===== src/rtl/mc_controller_fsm.sv =====
// mc_controller_fsm: multicycle MIPS-subset main control unit (Moore FSM).
// Sequences each instruction through fetch/decode/execute/memory/write-back
// and decodes the datapath control lines from the current state only.
// Optional feature: define MC_ADDI_EN to add ADDI (states 10 ADDIEXE, 11 ADDIWB).
module mc_controller_fsm (
  input  logic       clk,
  input  logic       rst_n,
  input  logic [5:0] Op,
  output logic [3:0] S,
  output logic [3:0] NS,
  output logic       RegDst,
  output logic       RegWrite,
  output logic       ALUSrcA,
  output logic       MemToReg,
  output logic       IRWrite,
  output logic       MemWrite,
  output logic       MemRead,
  output logic       IorD,
  output logic       PCWriteCond,
  output logic       PCWrite,
  output logic [1:0] ALUSrcB,
  output logic [1:0] ALUOp,
  output logic [1:0] PCSource
);

  localparam int unsigned StateW = 4;
  localparam int unsigned OpW    = 6;

  localparam logic [OpW-1:0] OpLw    = 6'b100011;
  localparam logic [OpW-1:0] OpSw    = 6'b101011;
  localparam logic [OpW-1:0] OpRtype = 6'b000000;
  localparam logic [OpW-1:0] OpBeq   = 6'b000100;
  localparam logic [OpW-1:0] OpJ     = 6'b000010;
`ifdef MC_ADDI_EN
  localparam logic [OpW-1:0] OpAddi  = 6'b001000;
`endif

  typedef enum logic [StateW-1:0] {
    ST_FETCH   = 4'd0,
    ST_DECODE  = 4'd1,
    ST_MEMADDR = 4'd2,
    ST_MEMRD   = 4'd3,
    ST_MEMWB   = 4'd4,
    ST_MEMWR   = 4'd5,
    ST_EXEC    = 4'd6,
    ST_RCOMP   = 4'd7,
    ST_BRANCH  = 4'd8,
    ST_JUMP    = 4'd9,
    ST_ADDIEXE = 4'd10,
    ST_ADDIWB  = 4'd11
  } state_e;

  state_e state_q;
  state_e state_d;

  // State register; async reset returns the machine to FETCH immediately.
  always_ff @(posedge clk or negedge rst_n) begin
    if (!rst_n) begin
      state_q <= ST_FETCH;
    end else begin
      state_q <= state_d;
    end
  end

  // Next-state decode; unknown opcodes and illegal states fall back to FETCH.
  always_comb begin
    state_d = ST_FETCH;
    unique case (state_q)
      ST_FETCH: state_d = ST_DECODE;
      ST_DECODE: begin
        unique case (Op)
          OpLw, OpSw: state_d = ST_MEMADDR;
          OpRtype:    state_d = ST_EXEC;
          OpBeq:      state_d = ST_BRANCH;
          OpJ:        state_d = ST_JUMP;
`ifdef MC_ADDI_EN
          OpAddi:     state_d = ST_ADDIEXE;
`endif
          default:    state_d = ST_FETCH;
        endcase
      end
      ST_MEMADDR: state_d = (Op == OpLw) ? ST_MEMRD : ST_MEMWR;
      ST_MEMRD:   state_d = ST_MEMWB;
      ST_EXEC:    state_d = ST_RCOMP;
`ifdef MC_ADDI_EN
      ST_ADDIEXE: state_d = ST_ADDIWB;
`endif
      default:    state_d = ST_FETCH;
    endcase
  end

  // Moore output decode from the current state; unlisted controls stay 0.
  always_comb begin
    RegDst      = 1'b0;
    RegWrite    = 1'b0;
    ALUSrcA     = 1'b0;
    MemToReg    = 1'b0;
    IRWrite     = 1'b0;
    MemWrite    = 1'b0;
    MemRead     = 1'b0;
    IorD        = 1'b0;
    PCWriteCond = 1'b0;
    PCWrite     = 1'b0;
    ALUSrcB     = 2'b00;
    ALUOp       = 2'b00;
    PCSource    = 2'b00;
    unique case (state_q)
      ST_FETCH: begin
        MemRead = 1'b1;
        IRWrite = 1'b1;
        ALUSrcB = 2'b01;
        PCWrite = 1'b1;
      end
      ST_DECODE:  ALUSrcB = 2'b11;
      ST_MEMADDR: begin
        ALUSrcA = 1'b1;
        ALUSrcB = 2'b10;
      end
      ST_MEMRD: begin
        MemRead = 1'b1;
        IorD    = 1'b1;
      end
      ST_MEMWB: begin
        RegWrite = 1'b1;
        MemToReg = 1'b1;
      end
      ST_MEMWR: begin
        MemWrite = 1'b1;
        IorD     = 1'b1;
      end
      ST_EXEC: begin
        ALUSrcA = 1'b1;
        ALUOp   = 2'b10;
      end
      ST_RCOMP: begin
        RegDst   = 1'b1;
        RegWrite = 1'b1;
      end
      ST_BRANCH: begin
        ALUSrcA     = 1'b1;
        ALUOp       = 2'b01;
        PCWriteCond = 1'b1;
        PCSource    = 2'b01;
      end
      ST_JUMP: begin
        PCWrite  = 1'b1;
        PCSource = 2'b10;
      end
`ifdef MC_ADDI_EN
      ST_ADDIEXE: begin
        ALUSrcA = 1'b1;
        ALUSrcB = 2'b10;
      end
      ST_ADDIWB: RegWrite = 1'b1;
`endif
      default: ;
    endcase
  end

  assign S  = state_q;
  assign NS = state_d;

endmodule


===== config.mk =====
export PLATFORM = sky130hd
export DESIGN_NAME = mc_controller_fsm
export DESIGN_NICKNAME = d
export VERILOG_FILES = /design/src/rtl/mc_controller_fsm.sv
export SDC_FILE = /design/constraint.sdc
export NUM_CORES = 1
export LEC_CHECK = 0
export CAP_MARGIN = 20
export CORE_MARGIN = 8
export CORE_UTILIZATION = 30
export CTS_BUF_LIST = sky130_fd_sc_hd__clkbuf_2 sky130_fd_sc_hd__clkbuf_4 sky130_fd_sc_hd__clkbuf_8
export CTS_CLUSTER_SIZE = 24
export DETAILED_ROUTE_END_ITERATION = 8
export GPL_TIMING_DRIVEN = 1
export HOLD_SLACK_MARGIN = 0.15
export PLACE_DENSITY = 0.76
export SLEW_MARGIN = 15
export SYNTH_ARGS = -nofsm -noshare
export SYNTH_HDL_FRONTEND = slang
export SYNTH_SLANG_ARGS = --single-unit

===== constraint.sdc =====
create_clock -name clk -period 1.1 [get_ports clk]
set_input_delay 0.22 -clock clk [delete_from_list [all_inputs] [get_ports clk]]
set_output_delay 0.22 -clock clk [all_outputs]
set_load 0.02 [all_outputs]

==> qor.txt, run 1 <==
Place WS -> -1.200 ns
first error -> [ERROR DPL-0038] Utilization greater than 100%, impossible to legalize
initial cell density of the core -> 32.31%
sequential cell area fraction in the yosys report -> 23.81%
most area-consuming cells after synthesis -> dfrtp_1, nor3_1, nor2_1, a21oi_1, nand2b_1
num rows -> 13
Port Buf Inserts -> 31
TritonCTS buffer count -> 3
outcome -> stopped before the end
cell taking the most area after synthesis -> dfrtp_1
Synth Register Bits -> 4
die width -> 53.44 um
die span in y -> 53.44 um
Yosys top cell area share -> 23.81%
Post-CTS Setup Repair Bufs -> 13
Root Buffer -> clkbuf_4
failing step -> 4_1_cts
number of distinct library cells after synthesis -> 24
Syn Area/Cell -> 7.375 sq um
Synth Cell Area -> 420.4 sq um
clk buf depth -> 2
CTS Hold Bufs -> 0
Post-CTS Resized -> 167
syn nets -> 65
CTS Sinks -> 4
DP HPWL -> 1.600 mm
I/O pins -> 32
yosys warns -> 0
routability cong. -> 0.7615
Gate Count Post-Synth -> 57
H-tree depth -> 1
## cells by family after synthesis
kind of cell / synth area share (%)
AOI/OAI and AO/OA: 15.78
xor gates and xnor gates: 8.335
buffers and inverters: 9.822
DFF: 23.81
and+or+nand+nor: 42.27
## per-stage QoR
step / instance area (sq um) / utilization, % / std cells / hold slack [ns]
floorplan: 661.9 / - / 57 / -0.07559
detailed placement: 1112 / 85.48 / 124 / 0.4289
global placement: 1112 / 85.48 / 124 / 0.4289
## Yosys cell counts
library cell and number:
o21a_1 1, nand2_1 1, xnor2_1 2, dfrtp_1 4
o32ai_2 1, buf_4 1, buf_2 3, buf_6 1
and3_1 1, a21o_1 1, nor3_1 12, a21oi_1 4
nand4_1 1, a221oi_2 1, nor2_1 7, nand3_1 3
nor2b_1 1, nor3b_1 1, nor4_1 2, and2_1 1
and4_1 1, inv_1 2, xor2_1 2, nand2b_1 3
==> run 2: changes to the inputs <==
==> config.mk (replaced) <==
export PLATFORM = sky130hd
export DESIGN_NAME = mc_controller_fsm
export DESIGN_NICKNAME = d
export VERILOG_FILES = /design/src/rtl/mc_controller_fsm.sv
export SDC_FILE = /design/constraint.sdc
export NUM_CORES = 1
export LEC_CHECK = 0
export CAP_MARGIN = 20
export CORE_AREA = 8 8 69 71
export DETAILED_ROUTE_END_ITERATION = 8
export DIE_AREA = 0 0 77 79
export GPL_TIMING_DRIVEN = 1
export PLACE_DENSITY_LB_ADDON = 0.15
export SLEW_MARGIN = 15
export SYNTH_ARGS = -nofsm -noshare
export SYNTH_HDL_FRONTEND = slang
export SYNTH_SLANG_ARGS = --single-unit
==> constraint.sdc (replaced) <==
create_clock -name clk -period 1.4 [get_ports clk]
set_input_delay 0.28 -clock clk [delete_from_list [all_inputs] [get_ports clk]]
set_output_delay 0.28 -clock clk [all_outputs]
set_load 0.02 [all_outputs]
==> run 2 against run 1 <==
  * The flow now finishes, with violations (negative setup slack)
  * Synthesized area is the same
  * Synthesized cell count is the same
==> qor.txt, run 2 <==
core region area -> 3799 sq um
CTS Sinks -> 4 (unchanged)
placed insts -> 157 (+27%)
sequential cell area fraction in the yosys report -> 23.81% (unchanged)
Root Buffer -> clkbuf_8
Port Buf Inserts -> 31 (unchanged)
largest net degree at the start of global routing -> 8
initial antenna violation count -> 0
worst skew pair latency -> 0.22 ns
commonest non-fill, non-tap cell in the layout -> buf_6
Syn Area/Cell -> 7.375 sq um (unchanged)
Setup TNS Final -> -3.471 ns
Hold Vio Cnt, Final -> 0
fin crit share -> 118.6%
Final Max Slew Viols -> 0
syn nets -> 65 (unchanged)
skew final -> 0.004711 ns
cell taking the most area after synthesis -> dfrtp_1
max reg flops -> 4
Placed Area -> 1031 sq um (-7.3%)
Slew HR -> 82.75%
worst-margin pin slew -> 0.2569 ns
crit-path max FO -> 5
Power per Cell Area -> 1446 nW/um^2
yosys warns -> 0 (unchanged)
H-tree depth -> 1 (unchanged)
I/O pins -> 32 (unchanged)
most used cell, CP -> buf_6
total wire length -> 1.919 mm
Lkg Pwr -> 0.0005746 uW
initial cell density of the core -> 11.07% (-21 points)
Routed Antenna Nets -> 0
via count -> 654
die width -> 77 um (+44%)
total iterations of the first detailed-routing run -> 2
wire per inst -> 11.36 um
most common flop cell mapped by yosys -> dfrtp_1
most common cell in the netlist -> nor3_1
reg-to-reg startpoint -> S[2]
Design Area, Final -> 1355 sq um
vias in the first global route -> 681
# DRC -> 0
most frequent cells in the layout -> buf_6, buf_4, nor3_2, nor3_4
non-filler instance count after layout -> 169
CTS tree -> yes
fmax -> 602.4 MHz
worst min path class -> in2async
Yosys top cell area share -> 23.81% (unchanged)
TritonCTS buffer count -> 3 (unchanged)
async set-reset flop share out of synthesis -> 100.0% (unchanged)
vias per cell -> 3.870
final-report setup violation count -> 20
global-route wire length before repair -> 3.263 mm
Gate Count Post-Synth -> 57 (unchanged)
Area growth syn-to-layout -> 222.3%
Synth Cell Area -> 420.4 sq um (unchanged)
fin util -> 35.67%
FF-to-FF path depth -> 5
CP max stage cell -> dfrtp_2
die area -> 6083 sq um
Reg-to-Reg End -> S[1]
Data required, critical path -> 1.12 ns
routability cong. -> 0.6924 (-9.1%)
Congestion Overflow GR -> 0
max cap viols -> 0
num rows -> 23 (+10)
Critical Path, Cell by Cell -> buf_6, nand2b_4, buf_6, buf_6, nor2_4, buf_6
RSZ-0062 raised after global routing -> true
fin worst setup slack -> -0.2599 ns
R2R Setup Slk -> 0.09 ns
number of distinct library cells after synthesis -> 24 (unchanged)
clk buf depth -> 2 (unchanged)
1st-iter DRT viols -> 9
maximum vdd drop -> 0.0005187 V
outcome -> complete, but fails checks
Worst Setup Start Kind -> register
most area-consuming cells after synthesis -> dfrtp_1, nor3_1, nor2_1, a21oi_1, nand2b_1
critical path capture point type -> output pin
CTS clock-pin slew for the worst setup and hold paths -> 0.03 ns
Nets -> 128
DP HPWL -> 1.600 mm (unchanged)
die span in y -> 79 um (+48%)
Worst path max stage delay -> 0.45 ns
crit path time final -> 1.660 ns
commonest cells in the netlist -> nor3_1, nor2_1, a21oi_1, dfrtp_1
worst setup path start -> S[2]
number of enable flip-flop cells after synthesis -> 0 (unchanged)
Synth Register Bits -> 4 (unchanged)
n_diodes -> 0
Arr. time, crit path -> 1.38 ns
CP Class -> reg2out
violated checks -> negative setup slack
layout cell share with drive strength beyond 1 -> 84.03%
GRT Util Overall -> 6.619%
[run 2: cell counts after synthesis]
Identical to the previous run, type by type.
[run 2: through the flow]
step,hold slack [ns],worst slack (ns),power [uW]
after CTS,0.2661,-0.2768,1822
after detailed placement,0.4922,-0.9868,1348
after global placement,0.4984,-0.9884,1340
after global routing,0.2661,-0.3512,2084
after floorplan,-0.01559,-0.08132,810.2
final,0.2629,-0.2599,1959
[run 2: kinds of logic after synthesis]
kind of cell    Yosys count  synth area share, %
xor+xnor                  4                8.335
buf+inv                   7                9.822
simple gates             34                42.27
flops                     4                23.81
compound gates            8                15.78
[run 2: worst max path at each step]
stage	cells past startpoint	slack (ns)	endpoint
2_1_floorplan	3	-0.08	MemWrite
3_3_place_gp	5	-0.99	NS[0]
3_5_place_dp	5	-0.99	NS[0]
4_1_cts	5	-0.28	PCSource[0]
5_1_grt	4	-0.35	NS[1]
6_report	6	-0.26	PCSource[1]
[run 2: cell type report]
type                    instances  area (sq um)
repair buffers                 63         590.6
fillers                       428          2444
clock buffers                   4         45.04
well taps                      50         62.56
inverters                       2         7.507
multi-input cells              46         544.3
flip-flops and latches          4         105.1
[run 2: routing by layer]
layer  routed length, um  GRT usage [%]  vias to the layer above
met3                 122          1.806                        4
li1                    -              -                      329
met1                 783          7.317                      295
met5                   0              0                        -
met4                  51          4.528                        0
met2                 962          10.96                       26
[run 2: report_power, final]
| group | switching (uW) | internal, uW |
|---|---|---|
| registers | 53.4 | 145 |
| clock network | 58.0 | 194 |
| logic | 742 | 766 |
| total | 854 | 1110 |
[run 2: worst max-delay path: cells and delay by family, from the launching register on]
family                 cells  cell delay [ns]
buffers and inverters      4             0.49
flip-flops                 1             0.45
AND/OR/NAND/NOR            2             0.23
[run 2: timing repair]
item / 4_1_cts / 5_1_grt
setup endpoints to repair: 25 / 23
pin swaps: 21 / 18
buffers inserted: 5 / 3
hold buffers: 0 / 0
resized for setup: 167 / 29
Note: power is estimated with default switching activity, not from simulation.
